**config.mk**
```make
export PLATFORM = sky130hd
export DESIGN_NAME = trap_ctrl
export DESIGN_NICKNAME = d
export VERILOG_FILES = /design/src/rtl/trap_ctrl.sv
export SDC_FILE = /design/constraint.sdc
export NUM_CORES = 1
export LEC_CHECK = 0
export ABC_AREA = 1
export CAP_MARGIN = 10
export CORE_MARGIN = 1
export CORE_UTILIZATION = 30
export DETAILED_ROUTE_END_ITERATION = 7
export GPL_TIMING_DRIVEN = 0
export PLACE_DENSITY = 0.71
export SLEW_MARGIN = 0
export SYNTH_ARGS = -nofsm -noshare
export SYNTH_HDL_FRONTEND = slang
export SYNTH_SLANG_ARGS = --single-unit
```
**constraint.sdc**
```tcl
create_clock -name clk_i -period 3.15 [get_ports clk_i]
set_input_delay 0.315 -clock clk_i [delete_from_list [all_inputs] [get_ports clk_i]]
set_output_delay 0.315 -clock clk_i [all_outputs]
set_load 0.02 [all_outputs]
```
**src/rtl/trap_ctrl.sv**
```systemverilog
// Trap sequencer: arbitrates exceptions/xRET against machine interrupts, then flushes, redirects and stalls until fetch restarts.
// Optional redirect watchdog enabled by defining TRAP_CTRL_WATCHDOG_EN (adds parameter WDT_CYCLES and port wdt_fire_o).
module trap_ctrl #(
  parameter int FLUSH_CYCLES = 3
`ifdef TRAP_CTRL_WATCHDOG_EN
  ,
  parameter int WDT_CYCLES   = 64
`endif
) (
  input  logic        clk_i,
  input  logic        rst_i,
  input  logic        exc_valid_i,
  input  logic [31:0] exc_target_i,
  input  logic        wb_valid_i,
  input  logic        xint_meip_i,
  input  logic        xint_mtip_i,
  input  logic        xint_msip_i,
  input  logic [31:0] mie_i,
  input  logic        mstatus_mie_i,
  input  logic        fetch_ack_i,
  output logic        int_take_o,
  output logic [31:0] int_cause_o,
  output logic        flush_o,
  output logic        stall_o,
  output logic        pc_redirect_o,
  output logic [31:0] pc_target_o,
`ifdef TRAP_CTRL_WATCHDOG_EN
  output logic        wdt_fire_o,
`endif
  output logic        busy_o
);

  typedef enum logic [2:0] {
    IDLE     = 3'd0,
    INT_PEND = 3'd1,
    FLUSH    = 3'd2,
    REDIRECT = 3'd3,
    WAIT_ACK = 3'd4
  } state_t;

  state_t      r_state;
  state_t      w_state_nxt;
  logic [2:0]  r_sync1;
  logic [2:0]  r_sync2;
  logic [3:0]  r_flush_cnt;
  logic [31:0] r_target;
  logic        r_int_take;
  logic [31:0] r_int_cause;
  logic        w_capture;
  logic        w_take;
  logic        w_wdt_timeout;
  logic        w_mei;
  logic        w_msi;
  logic        w_mti;
  logic [31:0] w_cause;
  logic        w_unused;

  // Synchronizer bit order: {meip, mtip, msip}
  assign w_mei = r_sync2[2] & mie_i[11] & mstatus_mie_i;
  assign w_mti = r_sync2[1] & mie_i[7]  & mstatus_mie_i;
  assign w_msi = r_sync2[0] & mie_i[3]  & mstatus_mie_i;
  assign w_cause = w_mei ? 32'h8000_000B :
                   w_msi ? 32'h8000_0003 : 32'h8000_0007;
  assign w_unused = ^{mie_i[31:12], mie_i[10:8], mie_i[6:4], mie_i[2:0]};

`ifdef TRAP_CTRL_WATCHDOG_EN
  logic [7:0] r_wdt_cnt;
  logic       r_wdt_fire;
  assign wdt_fire_o = r_wdt_fire;
`endif

  always_comb begin
    w_state_nxt   = r_state;
    w_capture     = 1'b0;
    w_take        = 1'b0;
    w_wdt_timeout = 1'b0;
    case (r_state)
      IDLE: begin
        // Exceptions take precedence over a same-cycle eligible interrupt.
        if (exc_valid_i) begin
          w_capture   = 1'b1;
          w_state_nxt = FLUSH;
        end else if (wb_valid_i && (w_mei || w_msi || w_mti)) begin
          w_take      = 1'b1;
          w_state_nxt = INT_PEND;
        end
      end
      INT_PEND: begin
        if (exc_valid_i) begin
          w_capture   = 1'b1;
          w_state_nxt = FLUSH;
        end
      end
      FLUSH: begin
        if (r_flush_cnt == 4'd0) w_state_nxt = REDIRECT;
      end
      REDIRECT: w_state_nxt = WAIT_ACK;
      WAIT_ACK: begin
        if (fetch_ack_i) begin
          w_state_nxt = IDLE;
        end
`ifdef TRAP_CTRL_WATCHDOG_EN
        else if (r_wdt_cnt == 8'(WDT_CYCLES - 1)) begin
          w_wdt_timeout = 1'b1;
          w_state_nxt   = REDIRECT;
        end
`endif
      end
      default: w_state_nxt = IDLE;
    endcase
  end

  always_ff @(posedge clk_i) begin
    if (rst_i) begin
      r_state     <= IDLE;
      r_sync1     <= 3'b000;
      r_sync2     <= 3'b000;
      r_flush_cnt <= 4'd0;
      r_target    <= 32'd0;
      r_int_take  <= 1'b0;
      r_int_cause <= 32'd0;
    end else begin
      r_state    <= w_state_nxt;
      r_sync1    <= {xint_meip_i, xint_mtip_i, xint_msip_i};
      r_sync2    <= r_sync1;
      r_int_take <= w_take;
      if (w_take) r_int_cause <= w_cause;
      if (w_capture) begin
        r_target    <= exc_target_i;
        r_flush_cnt <= 4'(FLUSH_CYCLES - 1);
      end else if (r_state == FLUSH && r_flush_cnt != 4'd0) begin
        r_flush_cnt <= r_flush_cnt - 4'd1;
      end
    end
  end

`ifdef TRAP_CTRL_WATCHDOG_EN
  always_ff @(posedge clk_i) begin
    if (rst_i) begin
      r_wdt_cnt  <= 8'd0;
      r_wdt_fire <= 1'b0;
    end else begin
      r_wdt_fire <= w_wdt_timeout;
      if (r_state != WAIT_ACK || w_wdt_timeout) r_wdt_cnt <= 8'd0;
      else                                      r_wdt_cnt <= r_wdt_cnt + 8'd1;
    end
  end
`endif

  // Every non-IDLE state holds the pipeline, so stall and busy coincide.
  assign int_take_o    = r_int_take;
  assign int_cause_o   = r_int_cause;
  assign flush_o       = (r_state == FLUSH);
  assign pc_redirect_o = (r_state == REDIRECT);
  assign pc_target_o   = (r_state == IDLE) ? 32'd0 : r_target;
  assign stall_o       = (r_state != IDLE);
  assign busy_o        = (r_state != IDLE);

endmodule

```
==> impl_metrics.json <==
{
  "port_buffers": 84,
  "vias": 2152,
  "cts-root-buf": "clkbuf_8",
  "antenna_found_initial": 0,
  "ys_seq_area_frac": 0.424,
  "cts_sinks": 49,
  "numCtsBuffers": 5,
  "cap_violations": 0,
  "synth_top_area_share": 0.424,
  "cts_max_level": 2,
  "synth.avg_cell_area_um2": 7.34,
  "rsz0062_at_grt": "no",
  "first_global_vias": 2072,
  "syn_inst": 315,
  "finalSetupViolations": 0,
  "grt_pass1_wl_mm": 9.20,
  "cts_setup_buffers": 0,
  "wire_per_inst_um": 10.2,
  "antenna_cells": 0,
  "max_clock_freq_ghz": 0.425,
  "p_total_mw": 2.50,
  "outcome": "finished clean",
  "slew_violations": 0,
  "required_ps": 2830,
  "rows": 31,
  "syn2layout_area_growth_pct": 51.7,
  "synth_seq_cells": 49,
  "grt_max_degree": 16,
  "ys_warn_count": 0,
  "routed_wl_mm": 5.44,
  "overflow": 0,
  "mostFrequentLayoutCells": "84 x clkdlybuf4s50_1, 51 x inv_1, 49 x nor2_1, 49 x dfxtp_1, 39 x a21oi_1",
  "period_share": 0.747,
  "finalHoldViolations": 0,
  "peakVddDrop_mv": 0.259,
  "postRouteAntennaNets": 0,
  "drc": 0,
  "clk_latency_ps": 300,
  "grt.total_usage": 0.139,
  "powerDensity_nw_per_um2": 712,
  "tritoncts": "built",
  "drtIter0Drc": 50,
  "ios": 142,
  "post-route-min-period_ps": 2350,
  "cts_resized": 0,
  "initial_utilization": 0.314,
  "synthDistinctLibCells": 24,
  "start_kind": "flip-flop",
  "clkTransAtPathRegs_ps": 80,
  "core_area_um2": 7370,
  "netlist_area_um2": 2310,
  "final_common_cell": "clkdlybuf4s50_1",
  "die_w_um": 89.8,
  "path_class": "flip-flop to output port",
  "dr.pass1.iters": 4,
  "power.leakage_nw": 1.55,
  "clk_path_buf_depth": 2,
  "synth_area_leaders": "dfxtp_1 42%, buf_4 10%, a21oi_1 8.4%, inv_1 8.3%, nor2_1 8.0%",
  "crit_fanout": 10,
  "drive_gt1_frac": 0.145,
  "tns_ps": 0,
  "final_nets": 506,
  "hold_buffers": 0,
  "arrival_ps": 2040,
  "hpwlAfterDp_mm": 4.25,
  "hold_path_class": "primary input to flip-flop",
  "fp.dieH_um": 89.8,
  "viasPerCell": 4.05,
  "gp_routability_congestion": 0.755,
  "fin_skew_ps": 6.46,
  "worstSetupEndpointType": "output port",
  "yosysTopAreaCell": "dfxtp_1",
  "dieArea_um2": 8070
}
flip-flops by register name (all words and copies together) (netlist names):
name / count
int_cause_o: 3
int_take_o: 1
r_flush_cnt: 4
r_state: 3
r_sync1: 3
r_sync2: 3
r_target: 32
worst max-delay path, stage by stage (launching register included):
cell and delay (ps):
dfxtp_1 460, nor2_2 80, nand2_2 120, inv_1 110
buf_2 200, nor2_1 120, clkdlybuf4s50_1 630
power breakdown:
part	switching, mW	internal, mW
Clock	0.208	0.315
Sequential	0.0502	0.738
Combinational	0.681	0.507
Total	0.939	1.56
metrics by stage:
step / hold WS [ps] / std cells / worst slack (ps) / area [um^2] / util
global placement: 390 / 524 / 1160 / 3380 / 0.458
floorplan: 388 / 341 / 1640 / 2410 / -
global route: 307 / 532 / 662 / 3510 / 0.476
CTS: 310 / 532 / 768 / 3510 / 0.476
detailed placement: 397 / 524 / 1110 / 3380 / 0.458
finish: 308 / 532 / 796 / 3510 / 0.476
Yosys cell counts:
| master | number |
|---|---|
| a21oi_1 | 39 |
| buf_2 | 5 |
| buf_4 | 32 |
| buf_6 | 4 |
| buf_8 | 1 |
| clkbuf_1 | 2 |
| clkbuf_2 | 1 |
| conb_1 | 1 |
| dfxtp_1 | 49 |
| ha_1 | 1 |
| inv_1 | 51 |
| inv_2 | 1 |
| nand2_1 | 22 |
| nand2_2 | 4 |
| nand2_4 | 1 |
| nand3_1 | 11 |
| nand3_2 | 1 |
| nor2_1 | 49 |
| nor2_2 | 3 |
| nor2_4 | 1 |
| o21ai_0 | 33 |
| o21ai_2 | 1 |
| o21bai_1 | 1 |
| xor2_1 | 1 |
cells by family after synthesis:
group / Yosys count / share of synthesized area
flip-flops: 49 / 0.424
AND/OR/NAND/NOR: 92 / 0.172
adder cells (fa/ha/maj): 1 / 0.00541
other: 1 / 0.00162
XOR/XNOR: 1 / 0.00379
buffers and inverters: 97 / 0.230
AO/OA/AOI/OAI: 74 / 0.163
area by class of cell:
cell class | instances | area (um^2)
Multi-Input combinational cell | 195 | 897
Inverter | 52 | 195
Timing Repair Buffer | 84 | 841
Buffer | 45 | 338
Clock inverter | 3 | 65.1
Clock buffer | 5 | 68.8
Fill cell | 732 | 3860
Sequential cell | 49 | 981
Tap cell | 99 | 124
per-layer routing:
layer  vias to the layer above  global-route usage  wire length, um
li1                       1143                   -                -
met1                       936               0.149             2330
met2                        66               0.265             2740
met3                         7              0.0398              323
met4                         0              0.0383               50
met5                         -                   0                0
final timing paths:
check / startpoint / to / slack, ps / depth (start not counted)
worst max-delay path: r_state[1]$_SDFFE_PP0P_ / pc_target_o[29] / 800 / 6
worst min-delay path: rst_i / r_state[2]$_SDFFE_PP0P_ / 310 / 2
worst max register to register: r_flush_cnt[0]$_SDFFE_PP0P_ / r_state[1]$_SDFFE_PP0P_ / 1760 / 8
worst min register to register: r_sync1[1]$_SDFF_PP0_ / r_sync2[1]$_SDFF_PP0_ / 410 / 2
Note: power is estimated with default switching activity, not from simulation.
